--- src/rtl/ttl74193_pkg.sv ---
// Shared types and timing defaults for the ttl74193 counter sequencer.
package ttl74193_pkg;

  typedef enum logic [2:0] {
    IDLE,
    LOAD,
    SETTLE,
    CHECK,
    PLO,
    PHI,
    DONE,
    ERR
  } state_t;

  localparam int PULSE_LO_DEF = 4;
  localparam int PULSE_HI_DEF = 4;
  localparam int LD_CYC_DEF   = 2;

  typedef logic [3:0] cnt4_t;

  function automatic int max3(input int a, input int b, input int c);
    int m;
    m = (a > b) ? a : b;
    return (m > c) ? m : c;
  endfunction

endpackage

--- src/rtl/ttl74193_seq_ctrl_seq_timer.sv ---
// Loadable down-counter with zero flag; a load of N-1 gives an N-cycle interval.
module seq_timer #(
  parameter int W = 2
) (
  input  logic         clk,
  input  logic         rst,
  input  logic         load,
  input  logic [W-1:0] val,
  output logic         zero
);

  logic [W-1:0] cnt;

  always_ff @(posedge clk or negedge rst) begin
    if (!rst) begin
      cnt <= '0;
    end else if (load) begin
      cnt <= val;
    end else if (cnt != '0) begin
      cnt <= cnt - W'(1);
    end
  end

  assign zero = (cnt == '0);

endmodule

--- src/rtl/ttl74193_seq_ctrl.sv ---
// Drives one ttl74193 through load and single-step CPu/CPd pulses until q reaches target,
// verifying every step against the counter feedback.
module ttl74193_seq_ctrl
  import ttl74193_pkg::*;
#(
  parameter int PULSE_LO = PULSE_LO_DEF,
  parameter int PULSE_HI = PULSE_HI_DEF,
  parameter int LD_CYC   = LD_CYC_DEF
) (
  input  logic       clk,
  input  logic       rst,
  input  logic       start,
  input  logic       dir,
  input  logic [3:0] start_val,
  input  logic [3:0] target,
  input  logic       abort,
  input  logic [3:0] q,
  input  logic       qcc,
  input  logic       qcb,
  output logic       clr,
  output logic       ld,
  output logic [3:0] data,
  output logic       cpu,
  output logic       cpd,
  output logic       busy,
  output logic       done,
  output logic       err,
  output logic       wrapped
);

  localparam int TMAX = max3(PULSE_LO, PULSE_HI, LD_CYC);
  localparam int TW   = (TMAX > 2) ? $clog2(TMAX) : 1;

  state_t       state;
  logic         dir_r;
  cnt4_t        sv_r;
  cnt4_t        tg_r;
  cnt4_t        exp_q;
  logic         tmr_load;
  logic [TW-1:0] tmr_val;
  logic         tmr_zero;

  // The timer is reloaded on entry to each timed state: from IDLE for LOAD,
  // from CHECK for PLO, and at the end of PLO for PHI.
  always_comb begin
    tmr_load = 1'b0;
    tmr_val  = TW'(PULSE_HI - 1);
    case (state)
      IDLE:    begin tmr_load = 1'b1; tmr_val = TW'(LD_CYC - 1);   end
      CHECK:   begin tmr_load = 1'b1; tmr_val = TW'(PULSE_LO - 1); end
      PLO:     begin tmr_load = tmr_zero; tmr_val = TW'(PULSE_HI - 1); end
      default: begin tmr_load = 1'b0; tmr_val = TW'(PULSE_HI - 1); end
    endcase
  end

  seq_timer #(.W(TW)) u_timer (
    .clk  (clk),
    .rst  (rst),
    .load (tmr_load),
    .val  (tmr_val),
    .zero (tmr_zero)
  );

  assign clr = 1'b0;

  always_ff @(posedge clk or negedge rst) begin
    if (!rst) begin
      state   <= IDLE;
      ld      <= 1'b1;
      data    <= '0;
      cpu     <= 1'b1;
      cpd     <= 1'b1;
      busy    <= 1'b0;
      done    <= 1'b0;
      err     <= 1'b0;
      wrapped <= 1'b0;
      dir_r   <= 1'b0;
      sv_r    <= '0;
      tg_r    <= '0;
      exp_q   <= '0;
    end else if (abort) begin
      state <= IDLE;
      ld    <= 1'b1;
      cpu   <= 1'b1;
      cpd   <= 1'b1;
      busy  <= 1'b0;
      done  <= 1'b0;
    end else begin
      done <= 1'b0;
      case (state)
        IDLE: begin
          if (start) begin
            dir_r   <= dir;
            sv_r    <= start_val;
            tg_r    <= target;
            busy    <= 1'b1;
            err     <= 1'b0;
            wrapped <= 1'b0;
            ld      <= 1'b0;
            data    <= start_val;
            state   <= LOAD;
          end
        end
        LOAD: begin
          if (tmr_zero) begin
            ld    <= 1'b1;
            state <= SETTLE;
          end
        end
        SETTLE: begin
          if (q != sv_r) begin
            err   <= 1'b1;
            busy  <= 1'b0;
            state <= ERR;
          end else begin
            state <= CHECK;
          end
        end
        CHECK: begin
          if (q == tg_r) begin
            done  <= 1'b1;
            busy  <= 1'b0;
            state <= DONE;
          end else begin
            exp_q <= dir_r ? q + 4'd1 : q - 4'd1;
            cpu   <= ~dir_r;
            cpd   <= dir_r;
            state <= PLO;
          end
        end
        PLO, PHI: begin
          // Carry/borrow is a short low pulse around the wrapping step, so watch the whole pulse.
          if ((dir_r && !qcc) || (!dir_r && !qcb)) wrapped <= 1'b1;
          if (tmr_zero) begin
            if (state == PLO) begin
              cpu   <= 1'b1;
              cpd   <= 1'b1;
              state <= PHI;
            end else if (q != exp_q) begin
              err   <= 1'b1;
              busy  <= 1'b0;
              state <= ERR;
            end else begin
              state <= CHECK;
            end
          end
        end
        DONE:    state <= IDLE;
        ERR:     state <= IDLE;
        default: state <= IDLE;
      endcase
    end
  end

endmodule

--- config.mk ---
export PLATFORM = sky130hd
export DESIGN_NAME = ttl74193_seq_ctrl
export DESIGN_NICKNAME = d
export VERILOG_FILES = /design/src/rtl/ttl74193_pkg.sv /design/src/rtl/ttl74193_seq_ctrl_seq_timer.sv /design/src/rtl/ttl74193_seq_ctrl.sv
export SDC_FILE = /design/constraint.sdc
export NUM_CORES = 1
export LEC_CHECK = 0
export BUFFER_PORTS_ARGS = -buffer_cell sky130_fd_sc_hd__buf_2
export CAP_MARGIN = 20
export CORE_ASPECT_RATIO = 1.5
export CORE_UTILIZATION = 45
export DETAILED_ROUTE_END_ITERATION = 16
export PLACE_DENSITY = 0.68
export REMOVE_ABC_BUFFERS = 1
export SKIP_LAST_GASP = 1
export SLEW_MARGIN = 10
export SYNTH_ARGS = -nofsm -noshare
export SYNTH_HDL_FRONTEND = slang
export SYNTH_SLANG_ARGS = --single-unit
--- constraint.sdc ---
create_clock -name clk -period 3.4 [get_ports clk]
set_input_delay 0.34 -clock clk [delete_from_list [all_inputs] [get_ports clk]]
set_output_delay 0.34 -clock clk [all_outputs]
set_load 0.005 [all_outputs]
==> results of run 1 <==
## synthesized netlist by cell type (all sizes together), types with 2 or more instances
cell,count,area (um^2)
inv,10,37.5
and2,2,12.5
a311oi,3,26.3
nor3,5,30.0
mux2,11,135
xnor2,6,60.1
a21oi,8,40.0
nor2,6,22.5
a22oi,2,15.0
xor2,10,87.6
mux2i,3,30.0
nor4,2,18.8
dfrtp,22,551
nand4,2,33.8
o21ai,10,50.1
nand2,3,11.3
nor2b,3,18.8
o21a,2,15.0
ha,3,37.5
nand2b,2,12.5
buf,6,35.0
dfstp,3,78.8
## per-layer routing
metal  part of all wire  vias up  wire length, um  GRT usage
met3              0.034        6               99     0.0231
li1                   -      536                -          -
met4              0.019        0               54     0.0686
met2               0.54       30             1560      0.332
met5                  0        -                0          0
met1               0.41      529             1200      0.215
## power by group through the flow
| stage | combinational (mW) | sequential (mW) | clock [mW] |
|---|---|---|---|
| 4_1_cts | 0.416 | 0.479 | 0.178 |
| 6_report | 0.410 | 0.478 | 0.174 |
| 5_1_grt | 0.459 | 0.491 | 0.190 |
| 3_5_place_dp | 0.415 | 0.484 | 0 |
| 2_1_floorplan | 0.301 | 0.468 | 0 |
| 3_3_place_gp | 0.400 | 0.481 | 0 |
## per-stage QoR
step           utilization  hold WS (ps)  cells
3_5_place_dp         0.522           361    200
4_1_cts              0.537          66.0    204
6_report             0.537          40.2    204
3_3_place_gp         0.522           361    200
5_1_grt              0.537          89.6    204
2_1_floorplan            -          44.4    130
## cell families after synthesis
| kind of cell | after synthesis | synth area share |
|---|---|---|
| mux | 14 | 0.111 |
| xor+xnor | 16 | 0.0994 |
| flops | 25 | 0.424 |
| other cells | 1 | 0.00252 |
| simple gates | 27 | 0.117 |
| compound gates | 33 | 0.156 |
| fa+ha+maj | 4 | 0.0388 |
| buf+inv | 17 | 0.0514 |
## registers in the layout (all words and copies together), names as in the netlist, 2 cells and up
name,count
state,3
sv_r,4
exp_q,4
u_timer.cnt,2
tg_r,4
## cells in the final DEF, fill, tap and decap left out, types with 2 or more instances in the layout
cell type                  synthesis  routed
sky130_fd_sc_hd__mux2i_1           3       3
sky130_fd_sc_hd__o21ai_0           4       4
sky130_fd_sc_hd__o21ai_1           6       6
sky130_fd_sc_hd__mux2_4            3       3
sky130_fd_sc_hd__buf_2             4      29
sky130_fd_sc_hd__a311oi_1          3       3
sky130_fd_sc_hd__a22oi_1           2       2
sky130_fd_sc_hd__clkbuf_8          0       3
sky130_fd_sc_hd__nor2_1            6       6
sky130_fd_sc_hd__o21a_1            2       2
sky130_fd_sc_hd__inv_1            10      10
sky130_fd_sc_hd__xor2_1           10      10
sky130_fd_sc_hd__dfstp_2           3       3
sky130_fd_sc_hd__ha_1              3       3
sky130_fd_sc_hd__a21oi_1           8       8
sky130_fd_sc_hd__dfrtp_1          22      22
sky130_fd_sc_hd__nor2b_1           3       3
sky130_fd_sc_hd__and2_1            2       2
sky130_fd_sc_hd__xnor2_1           5       5
sky130_fd_sc_hd__nor3_1            4       4
sky130_fd_sc_hd__nand2b_1          2       2
sky130_fd_sc_hd__mux2_1            8       8
sky130_fd_sc_hd__nand2_1           3       3
## how the worst max path moves through the flow
stage / end / cells after the start
finish: exp_q[3] / 6
global route: sv_r[3] / 4
CTS: exp_q[3] / 6
detailed placement: exp_q[3] / 6
global placement: exp_q[3] / 6
floorplan: sv_r[0] / 3
## critical path, delay by kind of cell (launching register included)
kind | cells | cell delay (ps)
flip-flops | 1 | 450
AO/OA/AOI/OAI | 2 | 350
adder cells (fa/ha/maj) | 1 | 260
multiplexers | 1 | 260
buffers and inverters | 1 | 190
XOR/XNOR | 1 | 90
## final cells by class
class,instances,area (um^2),area share
clock inverter,1,5.00,0.00295
clock buffer,3,41.3,0.0244
multi-input combinational,95,779,0.460
tap,40,50.0,0.0295
inverter,10,37.5,0.0221
sequential,25,629,0.371
timing repair buffer,30,153,0.0900
==> flow_summary.ini, run 1 <==
[status]
outcome = complete, no violations

[grt]
grt_start_max_net_pins = 26
first_global_vias = 1046
grt.total_usage = 0.182
overflow = 0
grt_pass1_wl_um = 4950
antenna_found_initial = 0

[timing]
final.min_clock_period_ps = 1710
rsz0062_at_grt = false
finalSetupViolCount = 0
finalCritPeriodShare = 0.502
timing.fmax_mhz = 586
worstMarginPinSlew_ps = 540
maxSlewViolCount = 0
setup_tns_ps = 0
worst_clock_skew_ps = 8.09
timing.slew.headroom = 0.640
finalHoldViolations = 0
layout_setup_ws_ps = 1690

[logic_synthesis]
synth-seq-cells = 25
synth-edff-count = 0
average_size_of_a_mapped_cell_um2 = 10.8
synth_cell_types = 42
synth.cell_area_um2 = 1490
synth_ff_type = sky130_fd_sc_hd__dfrtp_1
fraction_of_registers_with_async_set_or_reset_after_synthesis = 1.00
synthCells = 137
synth-warning-count = 0
yosysSeqAreaShare = 0.424

[placement]
placement.cell_area_um2 = 1650
detailedPlace.worstSlack_ps = 1720
post-dp-hpwl_um = 2330
gp_routability_congestion = 0.830
port_buffer_count = 29

[pwr]
static-leakage-power_nw = 0.782
power.density_cell_area_nw_per_um2 = 627
p_int_mw = 0.674
switching_share = 0.365
clock_power_share = 0.164
comb_power_share = 0.386
report.power.total_mw = 1.06
max-vdd-ir-drop_mv = 0.368
p_sw_mw = 0.388
sequential_cell_fraction_of_total_power = 0.450

[cells_and_area]
finish.net_count = 188
n_antenna_cell = 0
area_delta_synth_final_pct = 14.2
total_non_filler_cell_area_in_the_finished_layout_um2 = 1700
fillers = 294
layout-drive-gt1-share = 0.287

[setup_path]
slowest_cell_delay_on_critical_path_ps = 450
worstPathCellList = inv_1 -> ha_1 -> a21o_1 -> a21oi_1 -> xnor2_1 -> mux2_4
worst_r2r_endpoint = exp_q[3]
critical-path-slowest-cell = sky130_fd_sc_hd__dfrtp_1
startpoint = dir_r
timing.setup.critical_path_class = register to register
critical_path.reg2reg.startpoint = dir_r
type_of_element_capturing_the_critical_path = register
worstPathMaxFanout = 5
critPathArrivalTime_ps = 1870
cp.required_ps = 3560
regToRegSetupSlack_ps = 1690
timing.critical_path.from_type = register
timing.reg2reg.worst_path_depth = 6

[route]
detail-route-antenna-nets = 0
detail_route.first_pass.iterations = 4
post_drt_wl_per_cell_um = 14.3
via_count = 1101
drc_errors = 0
totalWireLength_um = 2910
initialDrtViolationCount = 21
detail_route.vias_per_cell = 5.40

[clock_tree]
clk_path_buf_depth = 2
path_clk_slew_ps = 90
ctsRootBufferMaster = sky130_fd_sc_hd__clkbuf_8
cts_repair_resize_count = 0
cts_setup_buffers = 0
tritoncts_num_sinks = 25
cts_inserted_buffers = 3
cts_max_level = 1
clkLatencyLatePin_ps = 270
cts_hold_buffers = 0
tritoncts = built

[floorplanning]
design.die.area_um2 = 3540
floorplan.initialDensity = 0.470
core_region_area_um2 = 3160
row_count = 25
die-height_um = 72.4
floorplan.io_pins = 31
floorplan.die.width_um = 48.9

[hold_path]
worst_hold_path_type = input pin to asynchronous set/reset pin

[flow_run]
cap_viol_max_count = 0
No activity file was read; power rests on OpenSTA's default activity.
==> run 2: changes to the inputs <==
--- a/config.mk
+++ b/config.mk
@@ -5,12 +5,13 @@
 export SDC_FILE = /design/constraint.sdc
 export NUM_CORES = 1
 export LEC_CHECK = 0
+export ABC_AREA = 1
 export BUFFER_PORTS_ARGS = -buffer_cell sky130_fd_sc_hd__buf_2
 export CAP_MARGIN = 20
 export CORE_ASPECT_RATIO = 1.5
 export CORE_UTILIZATION = 45
 export DETAILED_ROUTE_END_ITERATION = 16
-export PLACE_DENSITY = 0.68
+export PLACE_DENSITY = 0.67
 export REMOVE_ABC_BUFFERS = 1
 export SKIP_LAST_GASP = 1
 export SLEW_MARGIN = 10
==> constraint.sdc (replaced) <==
create_clock -name clk -period 1.7 [get_ports clk]
set_input_delay 0.17 -clock clk [delete_from_list [all_inputs] [get_ports clk]]
set_output_delay 0.17 -clock clk [all_outputs]
set_load 0.005 [all_outputs]
==> run 2 against run 1 <==
  * Sequential power rose by 120%
  * Sequential share of layout area is 1.4 points lower
  * Synthesized cell count rose by 47%
  * Via count up 23%
  * Wire length is 12% higher
  * Cell count grew 34%
  * Synthesized area grew 2.5%
  * Die area up 2.4%
  * Non-clock buffer count increased by 2
  * Worst hold slack better by 53 ps
  * Largest power group is now combinational cells
==> flow_summary.ini, run 2 <==
[route]
totalWireLength_um = 3260
via_count = 1349
initialDrtViolationCount = 26
detail-route-antenna-nets = 0
detail_route.first_pass.iterations = 4
detail_route.vias_per_cell = 4.92
post_drt_wl_per_cell_um = 11.9
drc_errors = 0

[pwr]
power.density_cell_area_nw_per_um2 = 1450
report.power.total_mw = 2.55
static-leakage-power_nw = 0.963
max-vdd-ir-drop_mv = 0.872

[timing]
setup_tns_ps = 0
timing.slew.headroom = 0.619
finalHoldViolations = 0
holdWs_ps = 92.8
finalSetupViolCount = 0
maxSlewViolCount = 0
final.min_clock_period_ps = 1490
finalCritPeriodShare = 0.874
rsz0062_at_grt = false
timing.fmax_mhz = 673
worst_clock_skew_ps = 2.99
worstMarginPinSlew_ps = 571

[setup_path]
worstPathCellList = nor3_4 -> inv_2 -> nor3_4 -> buf_4 -> nand2_1 -> o21ai_0
slowest_cell_delay_on_critical_path_ps = 490
timing.critical_path.mode_cell = sky130_fd_sc_hd__nor3_4
cp.required_ps = 1890
critPathArrivalTime_ps = 1680
critical-path-slowest-cell = sky130_fd_sc_hd__dfrtp_1
path_buf_inv = 2
timing.setup.critical_path_class = register to register
type_of_element_capturing_the_critical_path = register
timing.critical_path.from_type = register
worstPathMaxFanout = 13
crit_family = simple AND/OR/NAND/NOR gates

[clock_tree]
cts_setup_buffers = 0
path_clk_slew_ps = 90
tritoncts = built
cts_inserted_buffers = 3
cts_repair_resize_count = 0
clkLatencyLatePin_ps = 270
clk_path_buf_depth = 2
cts_hold_buffers = 1
cts_max_level = 1
ctsRootBufferMaster = sky130_fd_sc_hd__clkbuf_8
tritoncts_num_sinks = 25

[floorplanning]
floorplan.initialDensity = 0.477
die-height_um = 73.2
floorplan.die.width_um = 49.5
core_region_area_um2 = 3190
floorplan.io_pins = 31
design.die.area_um2 = 3630
row_count = 25

[logic_synthesis]
synthCells = 202
synth_top_area_share = 0.362
synth_top_area_cell = sky130_fd_sc_hd__dfrtp_1
average_size_of_a_mapped_cell_um2 = 7.54
synth.cell_area_um2 = 1520
ys_top_cells_by_area = sky130_fd_sc_hd__dfrtp_1, sky130_fd_sc_hd__nand2_1, sky130_fd_sc_hd__dfstp_2
synth_ff_type = sky130_fd_sc_hd__dfrtp_1
synth_cell_types = 32
synth-edff-count = 0
yosysSeqAreaShare = 0.413
most_frequently_used_cell_type_in_the_post_synthesis_netlist = sky130_fd_sc_hd__nand2_1
synth-seq-cells = 25
synth-warning-count = 0
fraction_of_registers_with_async_set_or_reset_after_synthesis = 1.00
synth.cells.most_frequent = sky130_fd_sc_hd__nand2_1, sky130_fd_sc_hd__dfrtp_1, sky130_fd_sc_hd__inv_1

[cells_and_area]
layout-drive-gt1-share = 0.222
finish.net_count = 258
most_common_cell_after_layout_fill_and_taps_aside = sky130_fd_sc_hd__nand2_1
n_antenna_cell = 0
largest_registers = exp_q: 4 flops, sv_r: 4 flops, tg_r: 4 flops
fillers = 337
utilization = 0.553
area_delta_synth_final_pct = 15.9
layout.cells.most_common_list = sky130_fd_sc_hd__nand2_1, sky130_fd_sc_hd__buf_2, sky130_fd_sc_hd__dfrtp_1, sky130_fd_sc_hd__inv_1

[status]
outcome = complete, no violations

[grt]
overflow = 0
grt_pass1_wl_um = 5640
grt_start_max_net_pins = 26
grt.total_usage = 0.206
antenna_found_initial = 0
first_global_vias = 1314

[placement]
post-dp-hpwl_um = 2540
port_buffer_count = 29
gp_routability_congestion = 0.863

[hold_path]
worst_hold_path_type = input pin to register

[flow_run]
cap_viol_max_count = 0
run 2: worst reg2reg max path: cells and delay by family, from the launching register on:
family                 cells  cell delay, ps
and+or+nand+nor            3             540
AOI/OAI and AO/OA          1              70
buffers and inverters      2             330
DFF                        1             490
run 2: metrics by stage:
step / setup slack, ps / area, um^2 / std cells
2_1_floorplan: 170 / 1500 / 198
3_3_place_gp: 272 / 1710 / 269
3_5_place_dp: 200 / 1710 / 269
4_1_cts: 194 / 1760 / 274
5_1_grt: 53.2 / 1760 / 274
6_report: 215 / 1760 / 274
run 2: area by class of cell:
type	instances	area, um^2	share of cell area
Clock buffer	4	45.0	0.0255
Inverter	25	93.8	0.0532
Multi-Input combinational cell	148	776	0.440
Sequential cell	25	629	0.357
Tap cell	40	50.0	0.0284
Timing Repair Buffer	32	170	0.0965
run 2: cell families (layout without fill, tap and decap cells):
logic type | after synthesis | in the layout | synth area share
simple gates | 112 | 112 | 0.339
buf+inv | 29 | 61 | 0.0772
flops | 25 | 25 | 0.413
compound gates | 23 | 23 | 0.0838
xor+xnor | 8 | 8 | 0.0460
fa+ha+maj | 4 | 4 | 0.0378
other cells | 1 | 1 | 0.00246
run 2: final timing paths:
path | start | endpoint | slack (ps) | cells past startpoint
max | state[2] | sv_r[1] | 210 | 6
min | start_val[3] | sv_r[3] | 90 | 3
max reg2reg | state[2] | sv_r[1] | 210 | 6
min reg2reg | busy | busy | 480 | 2
max in group asynchronous | rst | cpd | 900 | 2
min in group asynchronous | rst | err | 420 | 2
run 2: report_power, final:
| part | total (mW) | leakage (nW) | switching (mW) | internal [mW] |
|---|---|---|---|---|
| clock network | 0.359 | 0.0228 | 0.191 | 0.168 |
| logic | 1.16 | 0.631 | 0.677 | 0.486 |
| registers | 1.03 | 0.310 | 0.183 | 0.850 |
run 2: metal layers:
metal,wire (um),up-vias,track usage
met2,1700,25,0.385
met3,71,8,0.0188
li1,-,698,-
met4,98,0,0.108
met1,1390,618,0.227
met5,0,-,0
